<file path="config.mk">
export PLATFORM = sky130hd
export DESIGN_NAME = usb_rx_timer_ctrl
export DESIGN_NICKNAME = d
export VERILOG_FILES = /design/src/rtl/usb_rx_timer_ctrl.sv
export SDC_FILE = /design/constraint.sdc
export NUM_CORES = 1
export LEC_CHECK = 0
export BUFFER_PORTS_ARGS = -buffer_cell sky130_fd_sc_hd__buf_2
export CORE_AREA = 2 2 39 41
export CTS_CLUSTER_DIAMETER = 40
export DETAILED_ROUTE_END_ITERATION = 10
export DIE_AREA = 0 0 41 43
export MAX_ROUTING_LAYER = met4
export PLACE_DENSITY_LB_ADDON = 0.1
export REMOVE_ABC_BUFFERS = 1
export SYNTH_ARGS = -nofsm -noshare
export SYNTH_HDL_FRONTEND = slang
export SYNTH_SLANG_ARGS = --single-unit
</file>
<file path="constraint.sdc">
create_clock -name clk -period 3.3 [get_ports clk]
set_clock_uncertainty 0.1 [all_clocks]
set_input_delay 0.33 -clock clk [delete_from_list [all_inputs] [get_ports clk]]
set_output_delay 0.33 -clock clk [all_outputs]
set_load 0.05 [all_outputs]
</file>
<file path="src/rtl/usb_rx_timer_ctrl.sv">
// usb_rx_timer_ctrl: bit-period sampling and byte framing control for the USB receiver.
// Optional feature: define USB_RX_RESYNC_EN to realign the sample counter on every d_edge in RUN.
module usb_rx_timer_ctrl #(
    parameter int CLKS_PER_BIT = 8,
    parameter int SAMPLE_PHASE = 3
) (
    input  logic       clk,
    input  logic       n_rst,
    input  logic       rcving,
    input  logic       d_edge,
    input  logic       stall,
    output logic       shift_enable,
    output logic       byte_received,
    output logic       byte_abort,
    output logic [2:0] bit_index,
    output logic       active
);
    localparam logic [3:0] CPB = 4'(CLKS_PER_BIT);
    localparam logic [3:0] SPH = 4'(SAMPLE_PHASE);

    typedef enum logic {IDLE, RUN} state_t;

    state_t     state;
    logic [3:0] sample_cnt;
    logic [3:0] next_cnt;
    logic       last_bit;

    // Sample strobe is a pure decode so a stall removes it in the same cycle.
    always_comb begin
        shift_enable = (state == RUN) && (sample_cnt == SPH) && !stall;
        last_bit     = shift_enable && (bit_index == 3'd7);
    end

    // Counter runs 1..CLKS_PER_BIT; with resync a line transition restarts the bit period.
    always_comb begin
`ifdef USB_RX_RESYNC_EN
        next_cnt = (d_edge || sample_cnt == CPB) ? 4'd1 : sample_cnt + 4'd1;
`else
        next_cnt = (sample_cnt == CPB) ? 4'd1 : sample_cnt + 4'd1;
`endif
    end

    // IDLE/RUN control with registered byte-level pulses.
    always_ff @(posedge clk or negedge n_rst) begin
        if (!n_rst) begin
            state         <= IDLE;
            sample_cnt    <= 4'd0;
            bit_index     <= 3'd0;
            byte_received <= 1'b0;
            byte_abort    <= 1'b0;
            active        <= 1'b0;
        end else begin
            byte_received <= last_bit;
            byte_abort    <= 1'b0;
            if (state == IDLE) begin
                if (rcving && d_edge) begin
                    state      <= RUN;
                    active     <= 1'b1;
                    sample_cnt <= 4'd1;
                    bit_index  <= 3'd0;
                end
            end else if (!rcving) begin
                state      <= IDLE;
                active     <= 1'b0;
                sample_cnt <= 4'd0;
                bit_index  <= 3'd0;
                byte_abort <= (bit_index != 3'd0) && !last_bit;
            end else begin
                sample_cnt <= next_cnt;
                bit_index  <= bit_index + {2'b00, shift_enable};
            end
        end
    end
endmodule

</file>
After elaboration in Yosys (flattened, before gate mapping)
Index checks and enable logic that the tools add are counted.
- logic and storage cells: 37
- bits of input ports: 5
- output and inout bits: 7
- register bits after elaboration: 11
- multiplexer cells: 15
- equal/unequal tests: 4
- $add $sub $neg: 2
- reductions and logical operators: 10
- operators with widths (operator ; count):
    4-bit two-way mux ; 4
    3-bit two-way mux ; 3
    1-bit two-way mux ; 8
    1-bit logical AND ; 5
    4-bit by 1-bit adder with 4-bit output (second input constant) ; 1
    4-bit by 2-bit equality test with 1-bit output (second input constant) ; 1
    4-bit equality test (second input constant) ; 1
    3-bit by 1-bit adder with 3-bit output ; 1
    3-bit equality test (second input constant) ; 1
    3-bit nonzero test ; 1
    1-bit zero test ; 2
    2-bit != test (second input constant) ; 1
    2-bit AND reduction ; 1
    2-bit nonzero test ; 1

Logic depth before layout (Yosys ltp)
Gate-level depths: netlist of run 1.
- word-level depth: 8
- mapped depth: 7
- depth with buffers taken out: 7

Worst setup path after synthesis of run 1
No wires, ideal clock.
- kind: reg-to-reg
- from: reg sample_cnt[0]
- to: reg bit_index[2]
- path buffers: 0
- setup time: 0.127 ns
- arrival: 2.453 ns
- data required time: 3.073 ns
- cell stages (with the launch flop): 8
- path slack: 0.620 ns
- cell sequence: dfrtp_1 > ha_1 > nand2b_1 > nor3_1 > ha_1 > ha_1 > xnor2_1 > o22ai_1
- cells in the longest elaborated chain, start to end: 6
- ends and longest elaborated chain (item ; line ; text):
    start: declaration ; 24 ; logic [3:0] sample_cnt;
    start signal: assignment ; 69 ; sample_cnt <= next_cnt;
    4-bit by 2-bit equality test with 1-bit output ; 30 ; shift_enable = (state == RUN) && (sample_cnt == SPH) && !stall;
    1-bit logical AND (2 in series) ; 30 ;
    net shift_enable ; 12 ; output logic shift_enable,
    3-bit by 1-bit adder with 3-bit output ; 70 ; bit_index <= bit_index + {2'b00, shift_enable};
    3-bit two-way mux ; 62 ; end else if (!rcving) begin
    3-bit two-way mux ; 55 ; if (state == IDLE) begin
    end signal: assignment ; 70 ;
    end: declaration ; 15 ; output logic [2:0] bit_index,
The timed path passes the listed nets, and every way through them passes these cells.
A chain may end at the register's enable or synchronous reset.

Worst setup path in the final report of run 1
- from: reg state
- to: out shift_enable
- cells in the longest elaborated chain, start to end: 2
- ends and longest elaborated chain (item ; line ; text):
    start: declaration ; 23 ; state_t state;
    start signal: assignment ; 46 ; state <= IDLE;
    start signal: assignment ; 57 ; state <= RUN;
    start signal: assignment ; 63 ; state <= IDLE;
    1-bit logical AND (2 in series) ; 30 ;
    end: declaration ; 12 ;
No other way between the ends.

==> run_results.csv, run 1 <==
group,metric,value,unit
outcome,status,"finished, final reports clean",
synthesis,synth.most_common_cell,"dfrtp_1",
synthesis,async_flop_share,100,%
route,avgViaCountPerCell,5.33,
setup_path,cp_slowest_stage_delay,0.66,ns
setup_path,reg2reg_slack,1.46,ns
synthesis,seq_area_frac_synth,46.0,%
route,via_count,469,
synthesis,synth-compound-area-share,15.5,%
setup_path,path_buf_inv,1,
global_route,grt_use_total,17.1,%
setup_path,critPathArrivalTime,1.62,ns
clock_tree,cts.clk_slew.worst_paths,0.08,ns
die,die_area,1760,µm²
setup_path,critPathLaunchType,"flip-flop",
synthesis,synth.top_cell.area_share,46.0,%
route,drt-initial-drc-count,8,
worst_hold_path,min_from,"d_edge",
synthesis,synth_common_cells,"dfrtp_1 (11), nand2_1 (7), nand3_1 (6)",
placement,place_area,653,µm²
global_route,grt_pass1_vias,438,
synthesis,synth.avg_cell_area,10.1,µm²
die,start_util,43.2,%
setup_path,reg2reg_to,"bit_index[1]",
final_layout,antenna_cells,0,
synthesis,synth_cell_types,24,
global_route,antenna_found_initial,0,
setup_path,worst-setup-path-type,"flip-flop to output pin",
final_layout,final_area,689,µm²
route,wl,1.18,mm
route,dr.pass1.iters,5,
final_layout,multi_input_area,292,µm²
global_route,grt_pass1_wl,1.95,mm
synthesis,ys.flop_type,"dfrtp_1",
synthesis,syn_area,598,µm²
route,drc,0,
run,maxCapViolCount,0,
timing,timing.final.crit_share,62.2,%
setup_path,cpLargestDelayFamily,"flip-flops",
placement,dpl.hpwl,892,µm
setup_path,r2r_start,"state",
clock_tree,cts.sinks,11,
route,drt-wirelength-per-cell,13.4,µm
setup_path,startpoint,"state",
clock_tree,clock_latency,0.27,ns
power_and_ir_drop,pwr_density_cell,424,nW/µm²
timing,rsz0062_at_grt,"false",
clock_tree,cts_buffer_depth,2,
die,die_y,43,µm
final_layout,drive_gt1_share,25.0,%
synthesis,muxShareOfSynthArea,0,%
timing,maxSlewHeadroom,66.9,%
synthesis,synth-seq-cells,11,
die,ios,12,
timing,final-hold-violation-count,0,
timing,period_minus_slack,2.05,ns
route,postRouteAntennaNets,0,
synthesis,synth_area_leaders,"dfrtp_1 (46%), ha_1 (8.4%), nand3_1 (5.0%)",
timing,tightest_slew,0.497,ns
global_route,grt_max_degree,18,
synthesis,yosysWarnings,0,
synthesis,yosysTopAreaCell,"dfrtp_1",
clock_tree,htreeDepth,1,
power_and_ir_drop,ir_worst_vdd,0.157,mV
synthesis,synth-edff-count,0,
setup_path,reg2regPathDepth,6,
setup_path,required,2.87,ns
setup_path,critPathMaxFanout,17,
timing,clock.fmax,487,MHz
clock_tree,cts_tree,"built",
clock_tree,numCtsBuffers,3,
timing,fin_tns_setup,0,ns
final_layout,fin_nets,82,
die,rows,14,
synthesis,synth_xor_area_share,1.46,%
setup_path,timing.critical_path.cells,"nand2b_2, nor3_1, buf_2",
die,fp.dieW,41,µm
global_route,grt_overflow,0,
timing,slew_violations,0,
power_and_ir_drop,p_leak,0.330,nW
placement,port-buffer-count,11,
setup_path,crit_slowest_cell,"dfrtp_1",
clock_tree,cts-root-buf,"clkbuf_4",
synthesis,synthCells,59,
synthesis,synth_top_family_by_area,"simple AND/OR/NAND/NOR gates",
synthesis,synth_fa_ha_area_share,8.37,%
final_layout,syn2layout_area_growth,15.3,%
die,core,1380,µm²
synthesis,synth-simple-area-share,23.4,%
timing,finalSetupViolations,0,
setup_path,worstSetupEndpointType,"output pin",
final_layout,regArea,275,µm²
clock_tree,cts_repair_resize_count,0,
worst_hold_path,hold_path.class,"input port to flip-flop",
worst_hold_path,hold_end,"state",
worst_hold_path,holdPathStages,2,
placement,gp_congestion,0.781,
final_layout,n_fill_cell,139,
==> logic make-up after synthesis <==
logic type,count (synthesis)
compound gates,12
xor+xnor,1
fa+ha+maj,4
buf+inv,6
flops,11
simple gates,25
==> registers in the layout (all words and copies together) (netlist names) <==
signal and flops:
state 1, byte_abort 1, bit_index 3, sample_cnt 4
active 1, byte_received 1
==> timing repair <==
| action | CTS | global route |
|---|---|---|
| hold buffers | 1 | 0 |
| setup buffers | 0 | 0 |
| hold endpoints to repair | 11 | 0 |
==> cell type report <==
class / instances / share of cell area, %
well taps: 16 / 2.90
inverters: 3 / 1.63
multi-input cells: 42 / 42.3
flip-flops and latches: 11 / 39.9
clock buffers: 4 / 3.81
repair buffers: 12 / 9.44
==> per-stage QoR <==
stage,power [mW],cells,worst slack [ns],util [%],hold WS [ns]
global route,0.315,88,1.11,49.8,0.246
CTS,0.296,88,1.23,49.8,0.228
finish,0.292,88,1.25,49.8,0.237
global placement,0.202,83,1.50,47.2,0.113
detailed placement,0.202,83,1.47,47.2,0.117
floorplan,0.186,56,0.544,-,-0.0656
==> layer usage <==
metal	track usage, %	up-vias	wire, µm
met5	-	-	0
met4	10.0	0	14
met3	3.66	2	62
met2	23.1	11	540
met1	22.8	220	558
li1	-	236	-
==> layout by cell type (no fill, tap or decap), drive strengths merged, types with 2 or more instances in the layout <==
| cell type | netlist | routed |
|---|---|---|
| buf | 3 | 11 |
| clkbuf | 0 | 4 |
| dfrtp | 11 | 11 |
| ha | 4 | 4 |
| inv | 3 | 3 |
| nand2 | 7 | 7 |
| nand2b | 2 | 2 |
| nand3 | 6 | 6 |
| nand3b | 2 | 2 |
| nor2 | 4 | 4 |
| o21ai | 4 | 4 |
| o22ai | 2 | 2 |
| o31ai | 2 | 2 |
==> worst max path at each step <==
stage | slack, ns | cells past startpoint | end
2_1_floorplan | 0.54 | 6 | bit_index[2]
3_3_place_gp | 1.50 | 7 | bit_index[1]
3_5_place_dp | 1.47 | 6 | bit_index[1]
4_1_cts | 1.23 | 3 | shift_enable
5_1_grt | 1.11 | 3 | shift_enable
6_report | 1.25 | 3 | shift_enable
==> where the power goes <==
group	switching, mW	total (mW)	internal [mW]
Combinational	0.0287	0.0460	0.0173
Sequential	0.0114	0.154	0.143
Clock	0.0456	0.0923	0.0467
Total	0.0857	0.292	0.207
No activity file was read; power rests on OpenSTA's default activity.
==> run 2, diff against run 1 <==
Settings changed: ABC_AREA set to 1.
Clock period 3.3 ns to 2.15 ns, I/O delays scaled along.
==> run 2 against run 1 <==
Effect of this change:
- via count increased by 3.4%
- cell area down 0.54%
- clock-buffer cell count is the same
==> run_results.csv, run 2 <==
group,metric,value,unit
setup_path,cpLargestDelayFamily,"flip-flops",
global_route,grt_max_degree,12,
setup_path,worstSetupEndpointType,"output pin",
synthesis,synth_common_cells,"nand2_1 (12), dfrtp_1 (11), inv_1 (8), nand3_1 (8), nor2_1 (5)",
clock_tree,cts_setup_buffers,0,
worst_hold_path,holdPathStages,4,
synthesis,synth.top_cell.area_share,47.9,%
setup_path,critPathArrivalTime,1.50,ns
synthesis,synth_area_leaders,"dfrtp_1 (48%), ha_1 (8.7%), nand2_1 (7.8%)",
synthesis,ys.flop_type,"dfrtp_1",
setup_path,required,1.84,ns
clock_tree,cts-root-buf,"clkbuf_4",
synthesis,async_flop_share,100,%
setup_path,crit_path_frequent_cell,"nand2_1",
setup_path,critPathLaunchType,"flip-flop",
placement,dpl.hpwl,857,µm
synthesis,yosysWarnings,0,
synthesis,syn_area,574,µm²
power_and_ir_drop,p_leak,0.395,nW
clock_tree,htreeDepth,1,
final_layout,largest_reg_flops,4,
power_and_ir_drop,ir_worst_vdd,0.285,mV
global_route,grt_use_total,16.4,%
synthesis,synth.avg_cell_area,8.57,µm²
power_and_ir_drop,pwr_density_cell,674,nW/µm²
timing,finalSetupViolations,0,
setup_path,crit_slowest_cell,"dfrtp_1",
worst_hold_path,min_from,"stall",
timing,period_minus_slack,1.81,ns
synthesis,synth-seq-cells,11,
final_layout,syn2layout_area_growth,19.4,%
global_route,antenna_found_initial,0,
clock_tree,clock_latency,0.28,ns
timing,final-hold-violation-count,0,
final_layout,final_area,686,µm²
clock_tree,cts_buffer_depth,2,
final_layout,antenna_cells,0,
die,die_area,1760,µm²
final_layout,reg.largest.list,"sample_cnt: 4 flops, bit_index: 3 flops",
power_and_ir_drop,clkPwrFrac,33.0,%
route,postRouteAntennaNets,0,
timing,rsz0062_at_grt,"false",
power_and_ir_drop,p_sw,146,µW
final_layout,largest_register,"sample_cnt",
setup_path,critPathMaxFanout,5,
placement,place_area,649,µm²
route,wl,1.14,mm
setup_path,cp_slowest_stage_delay,0.42,ns
setup_path,startpoint,"sample_cnt[0]",
route,dr.pass1.iters,4,
timing,clock.fmax,552,MHz
setup_path,timing.critical_path.cells,"ha_1, nand2_1, nor2_2, nand2_1, inv_1, buf_2",
route,drt-initial-drc-count,10,
final_layout,n_fill_cell,138,
route,via_count,485,
synthesis,synth-edff-count,0,
final_layout,drive_gt1_share,26.5,%
route,drt-wirelength-per-cell,11.5,µm
run,maxCapViolCount,0,
die,core,1380,µm²
timing,maxSlewHeadroom,83.2,%
synthesis,yosysTopAreaCell,"dfrtp_1",
die,start_util,41.5,%
timing,slew_violations,0,
setup_path,reg2regPathDepth,9,
setup_path,crit_cells,6,
power_and_ir_drop,comb_power_share,15.9,%
synthesis,synthCells,67,
die,rows,14,
setup_path,worst-setup-path-type,"flip-flop to output pin",
timing,fin_tns_setup,0,ns
synthesis,synth_cell_types,17,
global_route,grt_overflow,0,
clock_tree,cts.clk_slew.worst_paths,0.07,ns
route,drc,0,
synthesis,synth.most_common_cell,"nand2_1",
placement,port-buffer-count,11,
clock_tree,cts_tree,"built",
die,ios,12,
global_route,grt_pass1_vias,422,
placement,gp_congestion,0.735,
power_and_ir_drop,p_seq_share,51.1,%
clock_tree,numCtsBuffers,3,
route,avgViaCountPerCell,4.90,
die,fp.dieW,41,µm
worst_hold_path,hold_path.class,"input port to flip-flop",
die,die_y,43,µm
global_route,grt_pass1_wl,1.79,mm
final_layout,fin_nets,93,
setup_path,path_buf_inv,2,
setup_path,r2r_start,"sample_cnt[0]",
final_layout,mostFrequentLayoutCells,"nand2_1 (12), dfrtp_1 (11), buf_2 (11)",
clock_tree,cts.sinks,11,
timing,timing.final.crit_share,84.3,%
final_layout,final_common_cell,"nand2_1",
timing,tightest_slew,0.252,ns
power_and_ir_drop,switching_share,31.6,%
power_and_ir_drop,p_int,316,µW
synthesis,seq_area_frac_synth,47.9,%
outcome,status,"finished, final reports clean",
## run 2: changes by cell type after synthesis, sizes merged, moves of 3 or more
cell / change
nand2: +7
nand3: +3
nor2: +4
buf: -3
inv: +7
## run 2: cells by family (layout without fill, tap and decap cells)
| family | after synthesis | in the layout | share of synthesized area, % |
|---|---|---|---|
| AO/OA/AOI/OAI | 8 | 8 | 7.41 |
| XOR/XNOR | 2 | 2 | 3.05 |
| adder cells (fa/ha/maj) | 4 | 4 | 8.71 |
| buffers and inverters | 10 | 26 | 6.54 |
| flip-flops | 11 | 11 | 47.9 |
| AND/OR/NAND/NOR | 32 | 32 | 26.4 |
## run 2: worst paths after layout
path                            endpoint  slack, ns
max                         shift_enable       0.34
min                        byte_received       0.09
max reg2reg                 bit_index[1]       0.38
min reg2reg                       active       0.40
max in group asynchronous   bit_index[0]       1.53
min in group asynchronous  sample_cnt[3]       0.22
## run 2: cell type report
type,instances,area [µm²],share of cell area (%)
clock buffers,4,26.3,3.83
inverters,10,37.5,5.47
multi-input cells,46,262,38.1
flip-flops and latches,11,275,40.1
well taps,16,20.0,2.92
repair buffers,12,65.1,9.49
## run 2: layer usage
layer  track usage, %  up-vias  wire, µm
met3             4.71        5        61
li1                 -      247         -
met4             12.0        0        34
met5                -        -         0
met1             21.0      221       532
met2             21.3       12       512
## run 2: through the flow
step | power, mW | util [%] | std cells | worst slack (ns) | hold slack, ns
after floorplan | 0.289 | - | 67 | 0.248 | -0.181
after global placement | 0.313 | 46.9 | 94 | 0.444 | -0.00416
after detailed placement | 0.313 | 46.9 | 94 | 0.402 | -0.00274
after CTS | 0.466 | 49.5 | 99 | 0.330 | 0.0888
after global routing | 0.483 | 49.5 | 99 | 0.247 | 0.117
final | 0.462 | 49.5 | 99 | 0.338 | 0.0852
## run 2: worst register-to-register path, delay by kind of cell, from the launching register on
| kind | cells | cell delay, ns |
|---|---|---|
| adder cells (fa/ha/maj) | 3 | 0.72 |
| flip-flops | 1 | 0.43 |
| AND/OR/NAND/NOR | 4 | 0.27 |
| AO/OA/AOI/OAI | 1 | 0.08 |
| buffers and inverters | 1 | 0.05 |
## run 2: power by group through the flow
stage	clock network (mW)	registers (mW)	logic, mW
6_report	0.153	0.236	0.0735
5_1_grt	0.162	0.239	0.0821
4_1_cts	0.156	0.236	0.0744
3_5_place_dp	0	0.240	0.0726
3_3_place_gp	0	0.240	0.0734
2_1_floorplan	0	0.250	0.0384
## run 2: repair_timing
| item | in CTS | in global routing |
|---|---|---|
| endpoints found under the hold margin | 11 | 0 |
| gates resized for setup | 0 | 0 |
| hold buffers | 1 | 0 |
==> run 3, diff against run 2 <==
Clock period 2.15 ns to 1.87 ns, I/O delays scaled along.
==> run 3 against run 2 <==
Effect of this change:
- combinational power is 17% higher
- core utilization is the same
- cell area did not move
- sequential share of layout area stayed put
- die area stayed put
- global-route usage is 2.4 points higher
- non-clock buffer count is the same
- sequential power rose by 15%
- clock power up 7%
- critical path depth stayed put
- critical path type unchanged
- critical endpoint unchanged
- highest routed layer unchanged
==> run_results.csv, run 3 (synthesis gave the netlist of run 2 again) <==
group,metric,value,unit
clock_tree,cts-root-buf,"clkbuf_4",
setup_path,required,1.58,ns
power_and_ir_drop,p_leak,0.395,nW
outcome,status,"finished, final reports clean",
setup_path,worst-setup-path-type,"flip-flop to output pin",
timing,whs,0.0923,ns
timing,clock.fmax,578,MHz
die,rows,14,
final_layout,final_area,686,µm²
timing,fin_tns_setup,0,ns
setup_path,cp_slowest_stage_delay,0.42,ns
setup_path,timing.critical_path.cells,"ha_1, nand2_1, nor2_2, nand2_1, inv_1, buf_2",
final_layout,syn2layout_area_growth,19.4,%
die,die_y,43,µm
timing,finalSetupViolations,0,
global_route,antenna_found_initial,0,
global_route,grt_use_met2,24.4,%
route,wl,1.15,mm
die,start_util,41.5,%
route,drt-initial-drc-count,5,
timing,maxSlewHeadroom,83.2,%
global_route,grt_use_total,18.8,%
global_route,met3_usage,3.14,%
die,die_area,1760,µm²
global_route,met1_usage,25.3,%
setup_path,crit_path_frequent_cell,"nand2_1",
clock_tree,htreeDepth,1,
clock_tree,cts_tree,"built",
run,maxCapViolCount,0,
setup_path,critPathArrivalTime,1.44,ns
timing,timing.final.crit_share,92.5,%
setup_path,crit_slowest_cell,"dfrtp_1",
placement,gp_congestion,0.743,
die,ios,12,
timing,tightest_slew,0.252,ns
worst_hold_path,hold_path.class,"input port to flip-flop",
clock_tree,cts_setup_buffers,0,
global_route,grt_overflow,0,
final_layout,largest_reg_flops,4,
final_layout,largest_register,"sample_cnt",
global_route,grt.busiest_layer,"met1",
route,dr.pass1.iters,4,
route,via_count,477,
power_and_ir_drop,ir_worst_vdd,0.316,mV
placement,dpl.hpwl,889,µm
setup_path,critPathLaunchType,"flip-flop",
clock_tree,numCtsBuffers,3,
die,core,1380,µm²
final_layout,fin_nets,93,
placement,place_area,649,µm²
final_layout,antenna_cells,0,
timing,rsz0062_at_grt,"false",
placement,port-buffer-count,11,
route,drt-wirelength-per-cell,11.6,µm
global_route,grt_pass1_vias,478,
global_route,grt_max_degree,12,
route,avgViaCountPerCell,4.82,
timing,period_minus_slack,1.73,ns
global_route,grt_pass1_wl,2.11,mm
setup_path,worstSetupEndpointType,"output pin",
power_and_ir_drop,pwr_density_cell,760,nW/µm²
die,fp.dieW,41,µm
clock_tree,cts.sinks,11,
timing,final-hold-violation-count,0,
clock_tree,cts.clk_slew.worst_paths,0.07,ns
final_layout,reg.largest.list,"sample_cnt: 4 flops, bit_index: 3 flops",
route,postRouteAntennaNets,0,
route,drc,0,
setup_path,critPathMaxFanout,5,
placement,place_ws,0.153,ns
final_layout,mostFrequentLayoutCells,"nand2_1 (12), dfrtp_1 (11), buf_2 (11)",
final_layout,post-route-util,49.5,%
final_layout,drive_gt1_share,26.5,%
timing,slew_violations,0,
clock_tree,clock_latency,0.27,ns
clock_tree,cts_buffer_depth,2,
final_layout,final_common_cell,"nand2_1",
timing,setup_ws,0.140,ns
==> run 3: cell type report <==
type	count	area, µm²
clock buffers	4	26.3
fillers	136	698
inverters	10	37.5
multi-input cells	46	262
flip-flops and latches	11	275
well taps	16	20.0
repair buffers	12	65.1
==> run 3: power breakdown <==
group / switching (mW) / internal (mW) / total (mW)
clock: 0.0804 / 0.0826 / 0.163
sequential: 0.0185 / 0.253 / 0.272
combinational: 0.0582 / 0.0279 / 0.0861
==> run 3: critical path, delay by kind of cell (launching register included) <==
family        cells  cell delay [ns]
flops             1             0.42
buf+inv           2             0.33
fa+ha+maj         1             0.20
simple gates      3             0.24
==> run 3: through the flow <==
step / total power [mW] / instances
5_1_grt: 0.556 / 99
4_1_cts: 0.533 / 99
3_3_place_gp: 0.359 / 94
3_5_place_dp: 0.361 / 94
6_report: 0.521 / 99
2_1_floorplan: 0.332 / 67
==> run 3: layer usage <==
metal	part of all wire (%)	wire length [µm]
met1	46	530
met2	47	543
met3	4.1	47
met4	2.2	25
met5	0	0
==> run 3: what timing repair did <==
item / 4_1_cts / 5_1_grt
gates resized for setup: 0 / 0
endpoints found under the hold margin: 11 / 0
endpoints found under the setup margin: 0 / 0
hold buffers: 1 / 0
==> run 3: path summary, 6_finish.rpt <==
kind	slack, ns	cells past startpoint	end	start
setup / recovery	0.14	6	shift_enable	sample_cnt[0]
hold / removal	0.09	4	byte_received	stall
setup reg to reg	0.15	9	bit_index[1]	sample_cnt[0]
hold reg to reg	0.40	2	active	active
max in group asynchronous	1.26	2	active	n_rst
min in group asynchronous	0.21	2	sample_cnt[3]	n_rst
